## src/rtl/dmem_arb_pkg.sv

```systemverilog
// rtl/dmem_arb_pkg.sv - shared types and constants for the data-memory port arbiter
package dmem_arb_pkg;

  typedef enum logic [1:0] {IDLE, XFER, DRAIN, DONE} state_t;
  typedef enum logic {OWN_F, OWN_D} owner_t;

  localparam int FETCH_BYTES = 10;
  localparam int DATA_BYTES  = 8;

  // Index of the final byte of a transfer for the given owner (N-1)
  function automatic logic [3:0] last_index(input owner_t owner);
    return (owner == OWN_F) ? 4'(FETCH_BYTES - 1) : 4'(DATA_BYTES - 1);
  endfunction

endpackage

```

## src/rtl/dmem_port_arbiter_if.sv

```systemverilog
// rtl/dmem_port_arbiter_if.sv - fetch/data request ports and byte-wide RAM port bundle
interface dmem_port_arbiter_if #(
  parameter int ADDR_W = 10
);

  logic              f_req;
  logic [63:0]       f_addr;
  logic              f_done;
  logic [79:0]       f_data;
  logic              f_err;

  logic              d_req;
  logic              d_we;
  logic [63:0]       d_addr;
  logic [63:0]       d_wdata;
  logic              d_done;
  logic [63:0]       d_rdata;
  logic              d_err;

  logic [ADDR_W-1:0] mem_addr;
  logic              mem_we;
  logic [7:0]        mem_wdata;
  logic [7:0]        mem_rdata;

  logic              busy;

  // The requesting pipeline stages plus the RAM model sit on the master side
  modport master (
    output f_req, f_addr, d_req, d_we, d_addr, d_wdata, mem_rdata,
    input  f_done, f_data, f_err, d_done, d_rdata, d_err,
           mem_addr, mem_we, mem_wdata, busy
  );

  modport slave (
    input  f_req, f_addr, d_req, d_we, d_addr, d_wdata, mem_rdata,
    output f_done, f_data, f_err, d_done, d_rdata, d_err,
           mem_addr, mem_we, mem_wdata, busy
  );

endinterface

```

## src/rtl/dmem_port_arbiter.sv

```systemverilog
// rtl/dmem_port_arbiter.sv - byte-serial sequencer sharing one data RAM between fetch and memory stages
module dmem_port_arbiter
  import dmem_arb_pkg::*;
#(
  parameter int MEM_BYTES = 1024,
  parameter int ADDR_W    = 10
) (
  input logic               clk,
  input logic               reset,
  dmem_port_arbiter_if.slave bus
);

  state_t            state;
  state_t            state_n;
  owner_t            owner;
  logic              we_q;
  logic [63:0]       wdata_q;
  logic [ADDR_W-1:0] base_q;
  logic [3:0]        count;
  logic              err_q;
  logic              cap_valid;
  logic [3:0]        cap_lane;
  logic [79:0]       f_data_q;
  logic [63:0]       d_data_q;

  logic              req_any;
  owner_t            grant_owner;
  logic [63:0]       grant_base;
  logic [64:0]       grant_end;
  logic              grant_err;
  logic              last_byte;

  logic [ADDR_W-1:0] mem_addr_c;
  logic              mem_we_c;
  logic [7:0]        mem_wdata_c;
  logic              f_done_c;
  logic              f_err_c;
  logic              d_done_c;
  logic              d_err_c;

  // Data stage always wins; 65-bit end address catches 64-bit wrap-around
  assign req_any     = bus.d_req | bus.f_req;
  assign grant_owner = bus.d_req ? OWN_D : OWN_F;
  assign grant_base  = bus.d_req ? bus.d_addr : bus.f_addr;
  assign grant_end   = {1'b0, grant_base} + 65'(last_index(grant_owner));
  assign grant_err   = (grant_end >= 65'(MEM_BYTES));
  assign last_byte   = (count == last_index(owner));

  always_ff @(posedge clk) begin
    if (reset) begin
      state <= IDLE;
    end else begin
      state <= state_n;
    end
  end

  always_comb begin
    state_n     = state;
    mem_addr_c  = '0;
    mem_we_c    = 1'b0;
    mem_wdata_c = 8'h00;
    f_done_c    = 1'b0;
    f_err_c     = 1'b0;
    d_done_c    = 1'b0;
    d_err_c     = 1'b0;
    unique case (state)
      IDLE: begin
        if (req_any) begin
          state_n = grant_err ? DONE : XFER;
        end
      end
      XFER: begin
        mem_addr_c = base_q + ADDR_W'(count);
        if (we_q) begin
          mem_we_c    = 1'b1;
          mem_wdata_c = wdata_q[{count[2:0], 3'b000} +: 8];
        end
        if (last_byte) begin
          state_n = we_q ? DONE : DRAIN;
        end
      end
      DRAIN: begin
        state_n = DONE;
      end
      DONE: begin
        state_n = IDLE;
        if (owner == OWN_D) begin
          d_done_c = 1'b1;
          d_err_c  = err_q;
        end else begin
          f_done_c = 1'b1;
          f_err_c  = err_q;
        end
      end
      default: begin
        state_n = IDLE;
      end
    endcase
  end

  always_ff @(posedge clk) begin
    if (reset) begin
      owner     <= OWN_F;
      we_q      <= 1'b0;
      wdata_q   <= '0;
      base_q    <= '0;
      count     <= '0;
      err_q     <= 1'b0;
      cap_valid <= 1'b0;
      cap_lane  <= '0;
      f_data_q  <= '0;
      d_data_q  <= '0;
    end else begin
      // RAM read data lags the address by one cycle, so remember which lane it belongs to
      cap_valid <= (state == XFER) && !we_q;
      cap_lane  <= count;
      if (state == IDLE && req_any) begin
        owner   <= grant_owner;
        we_q    <= bus.d_req & bus.d_we;
        wdata_q <= bus.d_wdata;
        base_q  <= grant_base[ADDR_W-1:0];
        count   <= '0;
        err_q   <= grant_err;
      end else if (state == XFER) begin
        count <= count + 4'd1;
      end
      if (cap_valid) begin
        if (owner == OWN_D) begin
          d_data_q[{cap_lane[2:0], 3'b000} +: 8] <= bus.mem_rdata;
        end else begin
          f_data_q[{cap_lane, 3'b000} +: 8] <= bus.mem_rdata;
        end
      end
    end
  end

  assign bus.mem_addr  = mem_addr_c;
  assign bus.mem_we    = mem_we_c;
  assign bus.mem_wdata = mem_wdata_c;
  assign bus.f_done    = f_done_c;
  assign bus.f_err     = f_err_c;
  assign bus.f_data    = f_data_q;
  assign bus.d_done    = d_done_c;
  assign bus.d_err     = d_err_c;
  assign bus.d_rdata   = d_data_q;
  assign bus.busy      = (state != IDLE);

endmodule
```

## src/flat_wrapper.sv

```systemverilog
// flat-port wrapper written by rule: the top's interface ports become plain ports
module dmem_port_arbiter_flat import dmem_arb_pkg::*;
#(
  parameter int MEM_BYTES = 1024,
  parameter int ADDR_W    = 10
)
  (clk, reset, bus_f_req, bus_f_addr, bus_d_req, bus_d_we, bus_d_addr, bus_d_wdata, bus_mem_rdata, bus_f_done, bus_f_data, bus_f_err, bus_d_done, bus_d_rdata, bus_d_err, bus_mem_addr, bus_mem_we, bus_mem_wdata, bus_busy);
  dmem_port_arbiter_if #(.ADDR_W(ADDR_W)) bus_i ();
  input logic clk;
  input logic reset;
  input wire logic [$bits(bus_i.f_req)-1:0] bus_f_req;
  input wire logic [$bits(bus_i.f_addr)-1:0] bus_f_addr;
  input wire logic [$bits(bus_i.d_req)-1:0] bus_d_req;
  input wire logic [$bits(bus_i.d_we)-1:0] bus_d_we;
  input wire logic [$bits(bus_i.d_addr)-1:0] bus_d_addr;
  input wire logic [$bits(bus_i.d_wdata)-1:0] bus_d_wdata;
  input wire logic [$bits(bus_i.mem_rdata)-1:0] bus_mem_rdata;
  output wire logic [$bits(bus_i.f_done)-1:0] bus_f_done;
  output wire logic [$bits(bus_i.f_data)-1:0] bus_f_data;
  output wire logic [$bits(bus_i.f_err)-1:0] bus_f_err;
  output wire logic [$bits(bus_i.d_done)-1:0] bus_d_done;
  output wire logic [$bits(bus_i.d_rdata)-1:0] bus_d_rdata;
  output wire logic [$bits(bus_i.d_err)-1:0] bus_d_err;
  output wire logic [$bits(bus_i.mem_addr)-1:0] bus_mem_addr;
  output wire logic [$bits(bus_i.mem_we)-1:0] bus_mem_we;
  output wire logic [$bits(bus_i.mem_wdata)-1:0] bus_mem_wdata;
  output wire logic [$bits(bus_i.busy)-1:0] bus_busy;
  assign bus_i.f_req = bus_f_req;
  assign bus_i.f_addr = bus_f_addr;
  assign bus_i.d_req = bus_d_req;
  assign bus_i.d_we = bus_d_we;
  assign bus_i.d_addr = bus_d_addr;
  assign bus_i.d_wdata = bus_d_wdata;
  assign bus_i.mem_rdata = bus_mem_rdata;
  assign bus_f_done = bus_i.f_done;
  assign bus_f_data = bus_i.f_data;
  assign bus_f_err = bus_i.f_err;
  assign bus_d_done = bus_i.d_done;
  assign bus_d_rdata = bus_i.d_rdata;
  assign bus_d_err = bus_i.d_err;
  assign bus_mem_addr = bus_i.mem_addr;
  assign bus_mem_we = bus_i.mem_we;
  assign bus_mem_wdata = bus_i.mem_wdata;
  assign bus_busy = bus_i.busy;
  dmem_port_arbiter #(.MEM_BYTES(MEM_BYTES), .ADDR_W(ADDR_W)) u_core (.clk(clk), .reset(reset), .bus(bus_i));
endmodule
```

## config.mk

```make
export PLATFORM = sky130hd
export DESIGN_NAME = dmem_port_arbiter_flat
export DESIGN_NICKNAME = d
export VERILOG_FILES = /design/src/rtl/dmem_arb_pkg.sv /design/src/rtl/dmem_port_arbiter_if.sv /design/src/rtl/dmem_port_arbiter.sv /design/src/flat_wrapper.sv
export SDC_FILE = /design/constraint.sdc
export NUM_CORES = 1
export LEC_CHECK = 0
export ABC_AREA = 1
export BUFFER_PORTS_ARGS = -buffer_cell sky130_fd_sc_hd__buf_2
export CAP_MARGIN = 20
export CORE_MARGIN = 1.5
export CORE_UTILIZATION = 35
export DETAILED_ROUTE_END_ITERATION = 8
export GPL_ROUTABILITY_DRIVEN = 0
export REMOVE_ABC_BUFFERS = 1
export SLEW_MARGIN = 15
export SYNTH_ARGS = -nofsm -noshare
export SYNTH_HDL_FRONTEND = slang
export SYNTH_SLANG_ARGS = --single-unit
```

## constraint.sdc

```tcl
create_clock -name clk -period 4.06 [get_ports clk]
set_input_delay 0.609 -clock clk [delete_from_list [all_inputs] [get_ports clk]]
set_output_delay 0.609 -clock clk [all_outputs]
set_load 0.1 [all_outputs]
```

==> key figures <==
Worst setup path
  • Flop2flop setup slack: roughly 1.2 ns
  • WS Path Type: register to primary output
  • Crit path cell chain: ha_1, a31oi_1, inv_1, nand2_1, inv_1, o21ai_0, nor2_1, inv_1, nor2_1, nand2_1, nor3_1, nor3_1, buf_2
  • Critical Path Most Common Cell: inv_1
  • Peak fanout along the critical path: 12
  • Crit path buf inv count: 4
  • Data arrival, critical path: ~3.0 ns
  • CP Capture Type: primary output
  • CP Launch Type: register
  • CP top delay family: buffers and inverters
  • Critical Path Slowest Stage Cell: dfxtp_1
  • Critical Path Max Stage Delay: 0.65 ns
  • Critical Path RT: 3.45 ns

Timing
  • Final Hold Viols: 0
  • Fmax: 274.5 MHz
  • Final setup vio count: 0
  • Period minus WS final: roughly 3.6 ns
  • Final period utilization: about 90%
  • Final Slew Violations: 0
  • Worst Clk Skew: around 0.024 ns
  • Tightest Pin Transition: slightly below 1 ns
  • Normalized max-slew margin: around a third
  • Unrepaired setup endpoints after global routing: no

Yosys
  • Synth Flop Type: dfxtp_1
  • Seq/Total Area, Yosys: between 30% and 40%
  • Avg Inst Size Synth: roughly 6.1 um2
  • Area leader, netlist: dfxtp_1
  • XOR/XNOR Fraction of Synth Area: less than 1%
  • YS warnings: 0
  • Post-synthesis mux area share: 0.07375%
  • Mapped cell area: roughly 14000 um2
  • Ys async rst share: 0%
  • Ranking of synthesized cells by area: dfxtp_1, nand2_1, nor2_1
  • Gate Count Post-Synth: about 2200
  • Synth Area in Simple Gates: a little over a third
  • Compound-Gate Fraction of Synth Area: 17.68%
  • Count leader, synth: nand2_1
  • Share of the synthesized area in the top cell type: roughly 34%
  • Post-synth top cells: nand2_1, nor2_1, o21ai_0
  • Distinct cells, synth: 39
  • Number of synthesized flops with an enable pin: 0
  • Flops & latches, synth: approximately 230
  • Synthesized-area fraction occupied by adder cells: ~1.4%
  • Largest family of logic cells by synthesized area: simple AND/OR/NAND/NOR gates

Place
  • DPL Wire Length: around 36000 um
  • IO Port Bufs: between 300 and 400
  • Placed Area: ~16000 um2

Detailed routing
  • Met3 Wirelength: about 3100 um
  • Vias per cell: 4.892
  • Avg WL per Cell: roughly 15 um
  • Via count: 14990
  • Drt total wl: 47350 um
  • DR top layer: met5
  • Residual DRC: 0
  • Antenna viol nets, final: 0
  • Met1 Routed Length: between 15000 and 20000 um
  • First-pass detailed-route iteration total: 5
  • Initial DRC Count: between 900 and 1000
  • Met2 WL post-DR: about 23000 um

Pwr
  • Power density over the cells: approximately 420 nW/um2
  • Leak: around 0.0082 uW
  • Total chip power: roughly 7000 uW
  • VDD IR-drop max: ~0.00026 V

Global route
  • Vias in the first global route: around 14000
  • First-pass GRT wire length: 72910 um
  • Total congestion overflow: 0
  • Total track usage: between 20% and 30%
  • Initial antenna violation count: 5
  • Largest net degree at the start of global routing: 99

Die
  • Initial Utilization: between 30% and 40%
  • Die footprint: about 40000 um2
  • Site Rows: 71
  • Core Area: roughly 38000 um2
  • Die H: approximately 200 um
  • Die W: 199.9 um
  • I/O pin total: around 370

Flow run
  • Max-Cap Viols: 0

Clock network
  • Max clock buf depth: 3
  • CTS resizes: 0
  • CTS buffer count: 24
  • CTS tree: built
  • CTS root buf: clkbuf_16
  • Postcts setup bufs: 0
  • Clock sinks: 232
  • Worst-skew pair later-pin latency: ~0.52 ns
  • Clock-pin slew on the worst setup and hold paths: around 0.06 ns
  • Max H-tree Level: 1
  • Number of hold buffers added after cts: 0

Final layout
  • Syn-to-layout area delta: 21.81%
  • Fill cell count: 4146
  • Share of cells above drive strength 1: a little over a fifth
  • Nets: around 2800
  • Finished layout cell area: 16530 um2

Worst hold path
  • HP Class: primary input to register

Run status
  • Status: finished, final reports clean
==> cell usage in the layout, fill, tap and decap left out, drive strengths merged, types with 2 or more instances in the layout <==
master and count:
nand2 612, nor2 436, buf 386, o21ai 283, inv 237, dfxtp 232
a21oi 153, nand3 64, clkbuf 32, nor3 22, nand4 20, ha 14
a31oi 13, clkinv 10, o22ai 9, nand3b 7, xor2 4, a211oi 3
clkinvlp 3, diode 2, o211a 2, or2 2, bufinv 2
==> state kept, by name, summed over array words and instances (netlist names) <==
name                count
u_core.bus.f_data      80
u_core.bus.d_rdata     64
u_core.wdata_q         64
u_core.base_q          10
u_core.cap_lane         4
u_core.count            4
u_core.state            2
u_core.cap_valid        1
u_core.err_q            1
u_core.owner            1
u_core.we_q             1
==> worst reg2reg max path, stage by stage (launching register included) <==
cell and delay [ns]:
dfxtp_1 0.46, inv_1 0.10, ha_1 0.23, ha_1 0.38, inv_1 0.12, nor3_1 0.26, inv_1 0.17, nor2_1 0.60
inv_1 0.19, o21ai_0 0.24, nor2_1 0.06
==> power breakdown <==
| part | internal [uW] | total, uW | switching [uW] |
|---|---|---|---|
| sequential | 2590 | 2760 | 172 |
| clock | 1300 | 2230 | 927 |
| combinational | 559 | 2020 | 1470 |
==> logic make-up (layout without fill, tap and decap cells) <==
group                      count (synthesis)  in the layout
other                                      0              2
and+or+nand+nor                         1165           1165
buffers and inverters                    339            670
AOI/OAI and AO/OA                        464            464
adders and majority gates                 15             15
DFF                                      232            232
xor gates and xnor gates                   5              5
muxes                                      1              1
==> per-stage QoR <==
stage | utilization, % | std cells | setup TNS, ns | hold slack [ns] | setup WS [ns]
after global routing | 43.59 | 3065 | 0 | 0.3553 | 0.1520
final | 43.59 | 3065 | 0 | 0.3595 | 0.4166
after floorplan | - | 2122 | -1.165 | 0.4209 | -0.4346
after global placement | 41.44 | 3019 | 0 | 0.4289 | 0.5127
after detailed placement | 41.44 | 3019 | 0 | 0.4322 | 0.4543
after CTS | 43.57 | 3063 | 0 | 0.3413 | 0.3784
==> layout make-up <==
class / instances / area, um2 / share of cell area, %
Timing Repair Buffer: 386 / 2007 / 12.14
Inverter: 240 / 910.9 / 5.509
Sequential cell: 232 / 4644 / 28.09
Clock buffer: 32 / 670.6 / 4.056
Tap cell: 511 / 639.4 / 3.867
Multi-Input combinational cell: 1650 / 7517 / 45.47
Clock inverter: 12 / 138.9 / 0.8400
Antenna cell: 2 / 5.005 / 0.03027
==> layer usage <==
metal	vias to the layer above	GRT usage (%)
met5	-	0
met4	6	8.661
met2	534	40.72
met3	111	3.293
li1	7661	-
met1	6682	27.48
==> path summary, 6_finish.rpt <==
kind	end	cells after the start	from
setup / recovery	bus_mem_addr[9]	13	u_core.count[1]
hold / removal	u_core.wdata_q[29]	3	bus_d_wdata[29]
setup reg to reg	u_core.bus.f_data[27]	10	u_core.cap_lane[0]
hold reg to reg	u_core.bus.f_data[73]	2	u_core.bus.f_data[73]
Note: power is estimated with default switching activity, not from simulation.
